File: config.mk
export PLATFORM = sky130hd
export DESIGN_NAME = fx_regbank
export DESIGN_NICKNAME = d
export VERILOG_FILES = /design/src/rtl/fx_regbank.sv
export SDC_FILE = /design/constraint.sdc
export NUM_CORES = 1
export LEC_CHECK = 0
export CAP_MARGIN = 20
export CORE_ASPECT_RATIO = 1.5
export CORE_MARGIN = 10
export CORE_UTILIZATION = 49
export DETAILED_ROUTE_END_ITERATION = 10
export PLACE_DENSITY_LB_ADDON = 0.05
export SYNTH_ARGS = -nofsm -noshare
export SYNTH_HDL_FRONTEND = slang
export SYNTH_SLANG_ARGS = --single-unit
File: constraint.sdc
create_clock -name clk_sys -period 3.6 [get_ports clk_sys]
set_clock_uncertainty 0.2 [all_clocks]
set_input_delay 0.54 -clock clk_sys [delete_from_list [all_inputs] [get_ports clk_sys]]
set_output_delay 0.54 -clock clk_sys [all_outputs]
set_load 0.02 [all_outputs]
File: src/rtl/fx_regbank.sv
// fx_regbank: per-device fx-bus control/status register bank.
//
// Decodes device-selected fx writes and reads. It holds:
//   - N_CFG read/write config registers with per-register reset values
//   - live status readback for N_STU sensor bytes
//   - sticky rising-edge status with write-1-to-clear
//   - per-byte interrupt masks and a level interrupt
//   - a self-clearing command pulse register
//
// Ports:
//   clk_sys     system clock, rising edge
//   rst         synchronous active-high reset
//   dev_id      device select, compared with address bits [21:16]
//   fx_wr       write strobe (one cycle per write)
//   fx_waddr    write address (bits [15:0] are the register offset)
//   fx_data     write data
//   fx_rd       read strobe (one cycle per read)
//   fx_raddr    read address (bits [15:0] are the register offset)
//   fx_q        registered read data, valid the cycle after fx_rd, else 8'h00
//   stu_sensor  status bytes, byte i in [8i+7:8i], synchronous to clk_sys
//   cfg_out     config register contents, byte i in [8i+7:8i]
//   cmd_pulse   command bits, high for one cycle after a command write
//   irq         registered level interrupt, OR of sticky & mask
module fx_regbank #(
  parameter int                 N_CFG    = 8,
  parameter int                 N_STU    = 2,
  parameter logic [8*N_CFG-1:0] CFG_RST  = '0,
  parameter logic [7:0]         VERSION  = 8'h01,
  parameter logic [15:0]        STU_BASE = 16'h0010,
  parameter logic [15:0]        CMD_ADDR = 16'h0020,
  parameter logic [15:0]        STK_BASE = 16'h0040,
  parameter logic [15:0]        MSK_BASE = 16'h0050,
  parameter logic [15:0]        CFG_BASE = 16'h0080
) (
  input  logic                 clk_sys,
  input  logic                 rst,
  input  logic [5:0]           dev_id,
  input  logic                 fx_wr,
  input  logic [21:0]          fx_waddr,
  input  logic [7:0]           fx_data,
  input  logic                 fx_rd,
  input  logic [21:0]          fx_raddr,
  output logic [7:0]           fx_q,
  input  logic [8*N_STU-1:0]   stu_sensor,
  output logic [8*N_CFG-1:0]   cfg_out,
  output logic [7:0]           cmd_pulse,
  output logic                 irq
);

  // True when offset 'off' addresses instance 'idx' of a block starting at 'base'.
  function automatic logic off_hit(input logic [15:0] off,
                                   input logic [15:0] base,
                                   input logic [15:0] idx);
    logic [15:0] tgt;
    tgt = base + idx;
    return (off == tgt);
  endfunction

  logic [8*N_CFG-1:0] cfg_q,   cfg_d;
  logic [8*N_STU-1:0] msk_q,   msk_d;
  logic [8*N_STU-1:0] stk_q,   stk_d;
  logic [8*N_STU-1:0] prev_q;
  logic [7:0]         cmd_q,   cmd_d;
  logic [7:0]         rdata_q, rdata_d;
  logic               irq_q,   irq_d;

  logic               now_wr;
  logic               now_rd;
  logic [15:0]        woff;
  logic [15:0]        roff;
  logic [8*N_STU-1:0] clr;
  logic [8*N_STU-1:0] rise;
  logic [7:0]         rdata;

  // Write decode, W1C clear mask, sticky edge capture and interrupt next state.
  always_comb begin
    now_wr = fx_wr & (fx_waddr[21:16] == dev_id);
    woff   = fx_waddr[15:0];
    cfg_d  = cfg_q;
    msk_d  = msk_q;
    clr    = '0;
    cmd_d  = 8'h00;
    if (now_wr) begin
      for (int i = 0; i < N_CFG; i++) begin
        cfg_d[8*i +: 8] = off_hit(woff, CFG_BASE, 16'(i)) ? fx_data : cfg_q[8*i +: 8];
      end
      for (int i = 0; i < N_STU; i++) begin
        msk_d[8*i +: 8] = off_hit(woff, MSK_BASE, 16'(i)) ? fx_data : msk_q[8*i +: 8];
        clr[8*i +: 8]   = off_hit(woff, STK_BASE, 16'(i)) ? fx_data : 8'h00;
      end
      if (woff == CMD_ADDR) begin
        cmd_d = fx_data;
      end else begin
        cmd_d = 8'h00;
      end
    end else begin
      cmd_d = 8'h00;
    end
    rise  = stu_sensor & ~prev_q;
    // OR-ing the rise after the clear lets a coincident set beat the W1C.
    stk_d = (stk_q & ~clr) | rise;
    // irq follows the registered sticky bits, so it lags them by one cycle.
    irq_d = |(stk_q & msk_q);
  end

  // Read decode; fx_q returns 8'h00 on any cycle without a selected read.
  always_comb begin
    now_rd = fx_rd & (fx_raddr[21:16] == dev_id);
    roff   = fx_raddr[15:0];
    rdata  = 8'h55;
    if (roff == 16'h0000) begin
      rdata = {2'b00, dev_id};
    end else if (roff == 16'h0001) begin
      rdata = VERSION;
    end else if (roff == CMD_ADDR) begin
      rdata = 8'h00;
    end else begin
      rdata = 8'h55;
    end
    for (int i = 0; i < N_STU; i++) begin
      rdata = off_hit(roff, STU_BASE, 16'(i)) ? stu_sensor[8*i +: 8] : rdata;
      rdata = off_hit(roff, STK_BASE, 16'(i)) ? stk_q[8*i +: 8]      : rdata;
      rdata = off_hit(roff, MSK_BASE, 16'(i)) ? msk_q[8*i +: 8]      : rdata;
    end
    for (int i = 0; i < N_CFG; i++) begin
      rdata = off_hit(roff, CFG_BASE, 16'(i)) ? cfg_q[8*i +: 8] : rdata;
    end
    if (now_rd) begin
      rdata_d = rdata;
    end else begin
      rdata_d = 8'h00;
    end
  end

  // State registers; prev_q tracks the input even in reset so release sees no false edge.
  always_ff @(posedge clk_sys) begin
    prev_q <= stu_sensor;
    if (rst) begin
      cfg_q   <= CFG_RST;
      msk_q   <= '0;
      stk_q   <= '0;
      cmd_q   <= 8'h00;
      rdata_q <= 8'h00;
      irq_q   <= 1'b0;
    end else begin
      cfg_q   <= cfg_d;
      msk_q   <= msk_d;
      stk_q   <= stk_d;
      cmd_q   <= cmd_d;
      rdata_q <= rdata_d;
      irq_q   <= irq_d;
    end
  end

  assign fx_q      = rdata_q;
  assign cfg_out   = cfg_q;
  assign cmd_pulse = cmd_q;
  assign irq       = irq_q;

endmodule

==> impl_summary.md, run 1 <==
Detailed routing
The number of nets with antenna violations after routing is 0. In the final routed layout, each cell accounts on average for 23.0 um. The first TritonRoute pass finished after 5 iterations. The wire length after detailed routing is 23,500 um.

In this run, the number of DRC markers left after iteration 0 of detailed routing was 380. After detailed routing, the number of vias per cell comes to 6.03. After detailed routing, the number of remaining DRC violations is 0. Across all layers, the routed design uses 6,178 vias.

Place
The final weighted congestion of routability-driven global placement is 0.960. Once detailed placement completed, the half-perimeter wirelength came to 18,400 um. During placement, the flow inserted port buffers numbering 158.

The total cell area at the placement stage is 7910 um^2.

Critical path
The maximum net fanout on the critical path is 6. The type of the worst setup path is input port to flip-flop. STA puts the critical path data arrival time at 3180 ps. The critical path capture point type is a flip-flop. The worst setup path is launched from an input port.

The data required time at the worst endpoint is 3700 ps.

Die
The total die area is 17,100 um^2. The starting density of the core is 0.500. After floorplanning, the core was sized to cover 12,000 um^2. The die is 155 um tall.

In this run the count of I/O pins placed on the die edge is 159. In this run the core area contains 49 standard-cell rows. The overall die width is 110 um.

Global route
The number of antenna violations at the first check in global routing was 0. The number of global-route vias before repair is 6,258. The first global-routing pass estimated 35,100 um of wire. Entering global routing, the biggest net connects 50 pins.

The total global-route track usage is 0.270. Summed over all layers, the global routing overflow is 0.

Synthesis
The flip-flop cell with the highest count after synthesis is sky130_fd_sc_hd__dfxtp_1. The synthesized design contains 0 enable-type register cells. The number of instances in the synthesized netlist is 678.

The proportion of synthesized chip area in sequential cells is 0.432. The average footprint of a synthesized cell is 8.82 um^2. After synthesis the netlist holds a flip-flop and latch count of 129. The number of distinct standard cells referenced by the synthesized netlist is 59. The number of nets handed over by synthesis was 756. The number of synthesis warnings is 0.

After synthesis, the share of flip-flops with an asynchronous set or reset is 0. The mapped netlist covers 5980 um^2.

Clock network
The clock transition at the register clock pins on the worst setup and hold paths after CTS is 60 ps. At the later pin of the worst-skew pair, clock insertion delay measures 420 ps. In this run the number of H-tree levels came out at 4. The number of gates resized after CTS was 0. The clock tree from TritonCTS is built. The clock passes through at most 2 buffers. The buffers inserted during post-CTS setup optimization is 0. Clock tree synthesis selected as its root buffer the cell sky130_fd_sc_hd__clkbuf_16. CTS saw 129 sinks. Clock tree synthesis inserted a total of 17 buffers. The post-cts hold buffer count is 0.

STA
For the pin with the worst max-slew slack, the measured transition is 802 ps. The number of endpoints with negative hold slack in the final report is 0. Setup repair after global routing left no endpoint under its margin. The smallest clock period supported by the final layout is computed as 3080 ps.

Adding up every negative setup slack in the final design gives 0 ps. Of the available clock period, the critical path in the final layout requires 0.855. The final setup violation count is 0.

The final max-slew violation count is 0. Measured against its own limit, the worst slew margin works out to 0.464. Based on the critical path, the design can be clocked at up to 325 MHz.

Min path
The worst hold path belongs to the class flip-flop to flip-flop.

Layout
The library cell used most frequently in the layout, excluding fill and tap cells, is sky130_fd_sc_hd__clkdlybuf4s50_1. The repair_antennas step left the layout with diodes totalling 0. The utilization after layout is 0.710. Summing all non-filler instances in the final layout gives an area of 8490 um^2. The fraction of final layout cells with drive strength greater than 1 is 0.114. At the end of the flow, the number of nets in the layout was 936. Leaving out fill and tap cells, the most frequent cells in the layout are sky130_fd_sc_hd__clkdlybuf4s50_1, sky130_fd_sc_hd__dfxtp_1, sky130_fd_sc_hd__nor2_1, sky130_fd_sc_hd__mux2i_1, sky130_fd_sc_hd__nand2_1.

The area overhead of the layout relative to synthesis is 41.9%.

Pwr
The worst vdd rail ir drop is 0.408 mV. For this design the static power due to leakage is 0.00332 uW. In this run the power density over the cells is 400 nW/um^2.

Run
Across the run, the number of max-cap violations was 0.

Status
The flow ran to the end, and the final reports show no timing, DRC or antenna violations.
state kept, by name, summed over array words and instances, names as in the netlist:
| name | cells |
|---|---|
| irq | 1 |
| cmd_pulse | 8 |
| prev_q | 16 |
| msk_q | 16 |
| stk_q | 16 |
| fx_q | 8 |
| cfg_out | 64 |
cell families (layout without fill, tap and decap cells):
| group | after synthesis | in the layout | share of synthesized area |
|---|---|---|---|
| compound gates | 119 | 119 | 0.135 |
| xor+xnor | 12 | 12 | 0.0176 |
| buf+inv | 46 | 239 | 0.0333 |
| flops | 129 | 129 | 0.432 |
| mux | 74 | 74 | 0.125 |
| simple gates | 298 | 298 | 0.257 |
critical path, cell delays in order:
cell	delay, ps
sky130_fd_sc_hd__clkdlybuf4s50_1	430
sky130_fd_sc_hd__or4_1	700
sky130_fd_sc_hd__or4_1	600
sky130_fd_sc_hd__or2_1	290
sky130_fd_sc_hd__o22ai_2	150
sky130_fd_sc_hd__nor3_1	70
sky130_fd_sc_hd__a222oi_1	320
sky130_fd_sc_hd__nor2b_1	90
power breakdown:
group          switching [uW]  internal [uW]
sequential               16.1           1450
combinational             126            120
clock                     711            973
cell type report:
type	count	area, um^2
Clock buffer	18	429
Clock inverter	14	144
Fill cell	959	3470
Inverter	4	15.0
Multi-Input combinational cell	503	3200
Sequential cell	129	2580
Tap cell	153	191
Timing Repair Buffer	203	1930
cell usage after synthesis, types with 3 or more instances:
cell type / count / area share
sky130_fd_sc_hd__nand3_1: 15 / 0.013
sky130_fd_sc_hd__nand4_1: 10 / 0.010
sky130_fd_sc_hd__and2_1: 11 / 0.012
sky130_fd_sc_hd__nand2b_1: 7 / 0.0073
sky130_fd_sc_hd__a21oi_1: 42 / 0.035
sky130_fd_sc_hd__nor4_1: 12 / 0.013
sky130_fd_sc_hd__clkbuf_1: 31 / 0.019
sky130_fd_sc_hd__dfxtp_1: 129 / 0.43
sky130_fd_sc_hd__inv_1: 4 / 0.0025
sky130_fd_sc_hd__xnor2_1: 10 / 0.015
sky130_fd_sc_hd__a22o_1: 3 / 0.0044
sky130_fd_sc_hd__o221a_2: 4 / 0.0075
sky130_fd_sc_hd__or3_1: 3 / 0.0031
sky130_fd_sc_hd__o211ai_1: 5 / 0.0063
sky130_fd_sc_hd__buf_2: 8 / 0.0067
sky130_fd_sc_hd__a22oi_1: 7 / 0.0088
sky130_fd_sc_hd__nor3_1: 14 / 0.012
sky130_fd_sc_hd__o221ai_1: 8 / 0.012
sky130_fd_sc_hd__nor4b_1: 5 / 0.0073
sky130_fd_sc_hd__a221oi_1: 8 / 0.012
sky130_fd_sc_hd__o21ai_0: 15 / 0.013
sky130_fd_sc_hd__mux2_2: 3 / 0.0057
sky130_fd_sc_hd__nor4_2: 3 / 0.0063
sky130_fd_sc_hd__a221o_1: 7 / 0.012
sky130_fd_sc_hd__and3_1: 6 / 0.0063
sky130_fd_sc_hd__nor2b_1: 26 / 0.027
sky130_fd_sc_hd__mux2i_1: 71 / 0.12
sky130_fd_sc_hd__nand2_1: 58 / 0.036
sky130_fd_sc_hd__o22ai_1: 7 / 0.0073
sky130_fd_sc_hd__nor2_1: 99 / 0.062
sky130_fd_sc_hd__or4b_2: 3 / 0.0050
sky130_fd_sc_hd__or2_2: 3 / 0.0031
sky130_fd_sc_hd__or4_1: 10 / 0.013
path summary, 6_finish.rpt:
| check | to | start | slack [ps] | cells after the start |
|---|---|---|---|---|
| worst max-delay path | fx_q[2]$_SDFF_PP0_ | fx_raddr[9] | 520 | 8 |
| worst min-delay path | cfg_out[20]$_SDFFE_PP0P_ | cfg_out[20]$_SDFFE_PP0P_ | 280 | 2 |
| worst max register to register | fx_q[6]$_SDFF_PP0_ | cfg_out[14]$_SDFFE_PP0P_ | 1880 | 6 |
| worst min register to register | cfg_out[20]$_SDFFE_PP0P_ | cfg_out[20]$_SDFFE_PP0P_ | 280 | 2 |
stage by stage:
stage	setup WS, ps	power [uW]	hold WS (ps)	cells
floorplan	533	1590	272	678
detailed placement	134	1740	268	992
global route	365	3470	306	1024
global placement	145	1730	255	992
CTS	545	3400	279	1024
finish	520	3400	276	1024
layer usage:
| layer | routed length (um) | vias to the layer above | track usage |
|---|---|---|---|
| met4 | 1300 | 0 | 0.160 |
| met3 | 1740 | 92 | 0.0579 |
| li1 | - | 2826 | - |
| met5 | 0 | - | 0 |
| met1 | 8290 | 2937 | 0.279 |
| met2 | 12200 | 323 | 0.479 |
(Power assumes the default switching activity.)
==> inputs of run 2 (changes only) <==
MAX_ROUTING_LAYER = met4   (was unset)
==> impl_summary.md, run 2 (synthesized netlist as in run 1, its figures left out) <==
Min path
The number of cells on the worst hold path is 2 (unchanged). In this run the most critical hold path is launched from cfg_out[23]$_SDFFE_PP0P_. The worst hold path belongs to the class flip-flop to flip-flop. The end point of the most critical hold path is cfg_out[23]$_SDFFE_PP0P_.

Critical path
The data required time at the worst endpoint is 3680 ps (-20 ps). The maximum net fanout on the critical path was 6 (unchanged). The slack of the worst reg-to-reg path was 1840 ps (-40 ps). The startpoint class of the critical path is an input port. The worst setup path is of the input port to flip-flop kind. The reg-to-reg critical path startpoint is stk_q[2]$_SDFF_PP0_. The terminus of the critical flop-to-flop path is fx_q[2]$_SDFF_PP0_. STA classifies the critical path endpoint as a flip-flop. The number of cells on the worst reg-to-reg path is 5 (-1). The worst path arrival time is 3260 ps (+80 ps).

STA
The normalized max-slew margin came to 0.405 (-0.0589). The maximum clock frequency is 315 MHz (-3.1%). The time the final worst path needs with I/O delays and setup is 3180 ps (+99.9 ps).

The final setup violation count is 0 (unchanged). The worst path setup slack after routing was 420 ps (-99.9 ps). Setup repair after global routing left no endpoint under its margin.

The number of endpoints with negative hold slack in the final report is 0 (unchanged). The actual slew at the worst max-slew pin is 890 ps (+88.1 ps). The final max-slew violation count is 0 (unchanged).

The share of the clock period used by the worst path after layout is 0.883 (+0.0277). The aggregate negative setup slack is 0 ps (unchanged). The worst-case hold slack was 289 ps (+12.7 ps).

Clock network
In this run the clock root is driven by a sky130_fd_sc_hd__clkbuf_16. The latest clock arrival within the worst-skew pair is 410 ps (about the same). The number of clock sinks was 129 (unchanged). The H-tree depth reported by CTS is 4 (unchanged).

The clock transition at the register clock pins on the worst setup and hold paths after CTS is 60 ps (about the same). TritonCTS built the clock tree. The deepest clock path buffer count is 2 (unchanged). The clock buffer count from CTS is 17 (unchanged). The post-cts hold buffer count is 0 (unchanged).

The buffers inserted during post-CTS setup optimization is 0 (unchanged). The count of instances resized after the clock tree is built is 0 (unchanged).

Die
The total die area came to 17,100 um^2 (unchanged). The number of ports placed on the die boundary came to 159 (unchanged). The height of the chip is 155 um (unchanged).

The number of placement rows is 49 (unchanged). The overall die width was 110 um (unchanged). The starting density of the core is 0.500 (unchanged). The core outline area is 12,000 um^2 (unchanged).

Place
The total cell area at the placement stage is 7910 um^2 (about the same). The sum of net half-perimeters after detailed placement is 18,300 um (-0.10%). The port buffer count is 158 (unchanged). The post-placement setup slack is 94.6 ps (-39.4 ps). The final weighted congestion of routability-driven global placement is 0.996 (+3.8%).

Layout
The leading cell type in the layout, fill and taps excluded is sky130_fd_sc_hd__clkdlybuf4s50_1. The number of fillers in the final layout is 934 (-2.6%). The area overhead of the layout relative to synthesis is 42.5%. The utilization after layout is 0.713 (+0.00283). The library cells used most frequently in the layout, excluding fill and tap cells, are sky130_fd_sc_hd__clkdlybuf4s50_1, sky130_fd_sc_hd__dfxtp_1, sky130_fd_sc_hd__nor2_1, sky130_fd_sc_hd__mux2i_1, sky130_fd_sc_hd__nand2_1. The number of flip-flops under the largest register name is 64 (unchanged).

The number of antenna repair diodes is 0 (unchanged). The fraction of final layout cells with drive strength greater than 1 was 0.113 (-0.000889). The final design instance area without fill is 8520 um^2 (+0.40%). The final net count is 935 (-0.11%).

Pwr
The worst vdd rail ir drop was 0.365 mV (-11%). The static leakage was 0.00334 uW (+0.58%). The total power divided by cell area is 413 nW/um^2 (+3.1%).

Detailed routing
The wire length per cell after detailed routing is 23.1 um (+0.56%). The number of vias per cell after detailed routing is 6.07 (+0.58%). The detailed router's first-iteration violation count is 393 (+3.4%). The vias after detailed routing came to 6,202 (+0.39%).

The wire length after detailed routing was 23,600 um (+0.37%). The number of remaining DRC errors came to 0 (unchanged). The number of nets with antenna violations after routing came to 0 (unchanged). The number of detailed-route iterations in the first pass is 5 (unchanged).

Global route
The maximum number of pins on one net before global-route repair is 76 (+52%). The number of global-route vias before repair is 6,350 (+1.5%). The total global-route track usage was 0.280 (+0.0106). The number of antenna violations at the first check in global routing is 0 (unchanged). The wire length of the first global-routing pass came to 35,500 um (+1.0%). The global-route congestion overflow total was 0 (unchanged).

Run
The max capacitance violation total is 0 (unchanged).

Status
The run finished with clean final reports.
run 2: cell types whose count changed in the layout (fill, tap and decap cells not counted), sizes merged:
cell      delta
inv          -4
clkinv       +3
bufinv       +2
clkinvlp     -2
buf          -1
run 2: layer usage:
metal	track usage	share of wire	wire length, um
met1	0.281	0.35	8270
met2	0.496	0.53	12500
met3	0.0480	0.065	1540
met4	0.155	0.057	1330
met5	-	0	0
run 2: layout make-up:
class / instances / area [um^2] / area share
Sequential cell: 129 / 2580 / 0.303
Timing Repair Buffer: 202 / 1920 / 0.225
Multi-Input combinational cell: 503 / 3200 / 0.375
Tap cell: 153 / 191 / 0.0225
Clock inverter: 13 / 175 / 0.0206
Clock buffer: 18 / 439 / 0.0515
Inverter: 4 / 15.0 / 0.00176
run 2: worst max-delay path by stage:
stage / start / endpoint / slack [ps] / cells past startpoint
floorplan: fx_raddr[5] / fx_q[2]$_SDFF_PP0_ / 530 / 11
global placement: fx_raddr[13] / fx_q[2]$_SDFF_PP0_ / 120 / 8
detailed placement: fx_raddr[13] / fx_q[0]$_SDFF_PP0_ / 90 / 9
CTS: fx_raddr[13] / fx_q[2]$_SDFF_PP0_ / 440 / 8
global route: fx_raddr[13] / fx_q[2]$_SDFF_PP0_ / 330 / 8
finish: fx_raddr[13] / fx_q[2]$_SDFF_PP0_ / 420 / 8
run 2: per-stage QoR:
stage | cells | total power, uW
finish | 1022 | 3520
global route | 1022 | 3610
detailed placement | 991 | 1740
global placement | 991 | 1730
CTS | 1022 | 3510
floorplan | 678 | 1590
run 2: power breakdown:
part / internal [uW] / switching [uW] / leakage (uW)
Combinational: 120 / 123 / 0.00199
Sequential: 1450 / 16.8 / 0.00105
Clock: 1120 / 688 / 0.000299
run 2: critical path: stages:
cell	delay (ps)
sky130_fd_sc_hd__clkdlybuf4s50_1	410
sky130_fd_sc_hd__or4_1	690
sky130_fd_sc_hd__or4_1	640
sky130_fd_sc_hd__or2_1	290
sky130_fd_sc_hd__o22ai_2	140
sky130_fd_sc_hd__nor3_1	60
sky130_fd_sc_hd__a222oi_1	360
sky130_fd_sc_hd__nor2b_1	110
==> inputs of run 3 (changes only) <==
CTS_CLUSTER_SIZE = 24   (was unset)
==> results of run 3 <==
No change in the layout: final DEF, timing and power equal those of run 2.
==> patch (config.mk and constraints of run 1) <==
Register the input `stu_sensor` before use, without a reset. The logic sees it one clock later. The other inputs are not delayed to match.
--- a/src/rtl/fx_regbank.sv
+++ b/src/rtl/fx_regbank.sv
@@ -47,4 +47,10 @@
   output logic                 irq
 );
+
+  logic [8*N_STU-1:0] stu_sensor_q;
+
+  always_ff @(posedge clk_sys) begin
+    stu_sensor_q <= stu_sensor;
+  end
 
   // True when offset 'off' addresses instance 'idx' of a block starting at 'base'.
@@ -97,5 +103,5 @@
       cmd_d = 8'h00;
     end
-    rise  = stu_sensor & ~prev_q;
+    rise  = stu_sensor_q & ~prev_q;
     // OR-ing the rise after the clear lets a coincident set beat the W1C.
     stk_d = (stk_q & ~clr) | rise;
@@ -119,5 +125,5 @@
     end
     for (int i = 0; i < N_STU; i++) begin
-      rdata = off_hit(roff, STU_BASE, 16'(i)) ? stu_sensor[8*i +: 8] : rdata;
+      rdata = off_hit(roff, STU_BASE, 16'(i)) ? stu_sensor_q[8*i +: 8] : rdata;
       rdata = off_hit(roff, STK_BASE, 16'(i)) ? stk_q[8*i +: 8]      : rdata;
       rdata = off_hit(roff, MSK_BASE, 16'(i)) ? msk_q[8*i +: 8]      : rdata;
@@ -135,5 +141,5 @@
   // State registers; prev_q tracks the input even in reset so release sees no false edge.
   always_ff @(posedge clk_sys) begin
-    prev_q <= stu_sensor;
+    prev_q <= stu_sensor_q;
     if (rst) begin
       cfg_q   <= CFG_RST;
Function: changed (a bounded check fails within 4 cycles, from zero or initial values and one cycle with rst high).
==> patch against run 1 <==
- sequential cell count is 16 higher
- largest cell class unchanged
- cell area up 5.5%
- worst setup slack improved by 0.033 ns
- core utilization shrank 1.5 points
- synthesized area rose by 7.3%
- wire length rose by 4.4%
- power increased by 11%
- highest routed layer unchanged
==> patch: results <==
metrics = {
    "timing": {
        "min_period_over_period_pct": 84.6,
        "holdWs_ns": 0.173,
    },
    "outcome": {
        "status": "complete, no violations",
    },
    "routing": {
        "wl_met3_um": 1690,
        "wl_met1_um": 9040,
        "wl_met2_um": 12800,
        "drt_iter0_drc": 341,
        "num_vias": 6196,
    },
    "pwr": {
        "powerClk_mw": 1.84,
        "p_sw_mw": 0.958,
        "comb_power_mw": 0.275,
        "intPower_mw": 2.83,
    },
    "worst_hold_path": {
        "holdPathEnd": "prev_q[4]",
        "min_delay_path_depth": 0,
    },
    "logic_synthesis": {
        "synth_commonest_cells": "145 x dfxtp_1, 99 x nor2_1, 79 x mux2i_1",
        "syn-instance-count": 682,
        "synth_fp_nets": 760,
        "ys_seq_area_share_pct": 45.2,
        "yosys-top-cells-area": "dfxtp_1 45%, mux2i_1 12%, nor2_1 5.8%",
    },
    "global_routing": {
        "grt_use_met3_pct": 5.77,
        "grt_pass1_vias": 6442,
        "grt_usage_pct": 26.4,
        "grtUsageMet2_pct": 46.6,
    },
    "critical_path": {
        "worstSetupStartpoint": "fx_waddr[5]",
        "cp_slowest_cell": "or4b_2",
        "cp.arrival_ns": 3.11,
        "worstRegToRegCells": 7,
        "critPathCapture": "cfg_out[38]",
        "rrSetupSlack_ns": 1.51,
    },
    "placed_design": {
        "hpwl_um": 18600,
        "numPlacedInstances": 998,
    },
    "finish": {
        "finalNonFillerCells": 1030,
        "final_layout_size_suffix_gt1_share_pct": 11.5,
    },
}
[patch: changes by cell type after synthesis, sizes merged, moves of 6 or more]
cell / delta
a311oi: +17
clkbuf: +7
mux2i: +8
a221o: -6
o221ai: -6
a21oi: -20
nand2b: +11
dfxtp: +16
nand2: -28
[patch: cell type report]
type | count | area [um2]
flip-flops and latches | 145 | 2900
clock buffers | 17 | 425
repair buffers | 201 | 1900
well taps | 159 | 199
inverters | 7 | 26.3
clock inverters | 15 | 184
fillers | 1052 | 3940
multi-input cells | 486 | 3310
[patch: critical path, delay by kind of cell]
| kind | cells | cell delay (ns) |
|---|---|---|
| AOI/OAI and AO/OA | 1 | 0.08 |
| buffers and inverters | 1 | 0.53 |
| and+or+nand+nor | 5 | 1.95 |
[patch: logic make-up after synthesis]
kind of cell / Yosys count / share of synthesized area [%]
simple gates: 275 / 23.4
flops: 145 / 45.2
compound gates: 115 / 12.7
mux: 84 / 13.9
buf+inv: 51 / 3.12
xor+xnor: 12 / 1.64
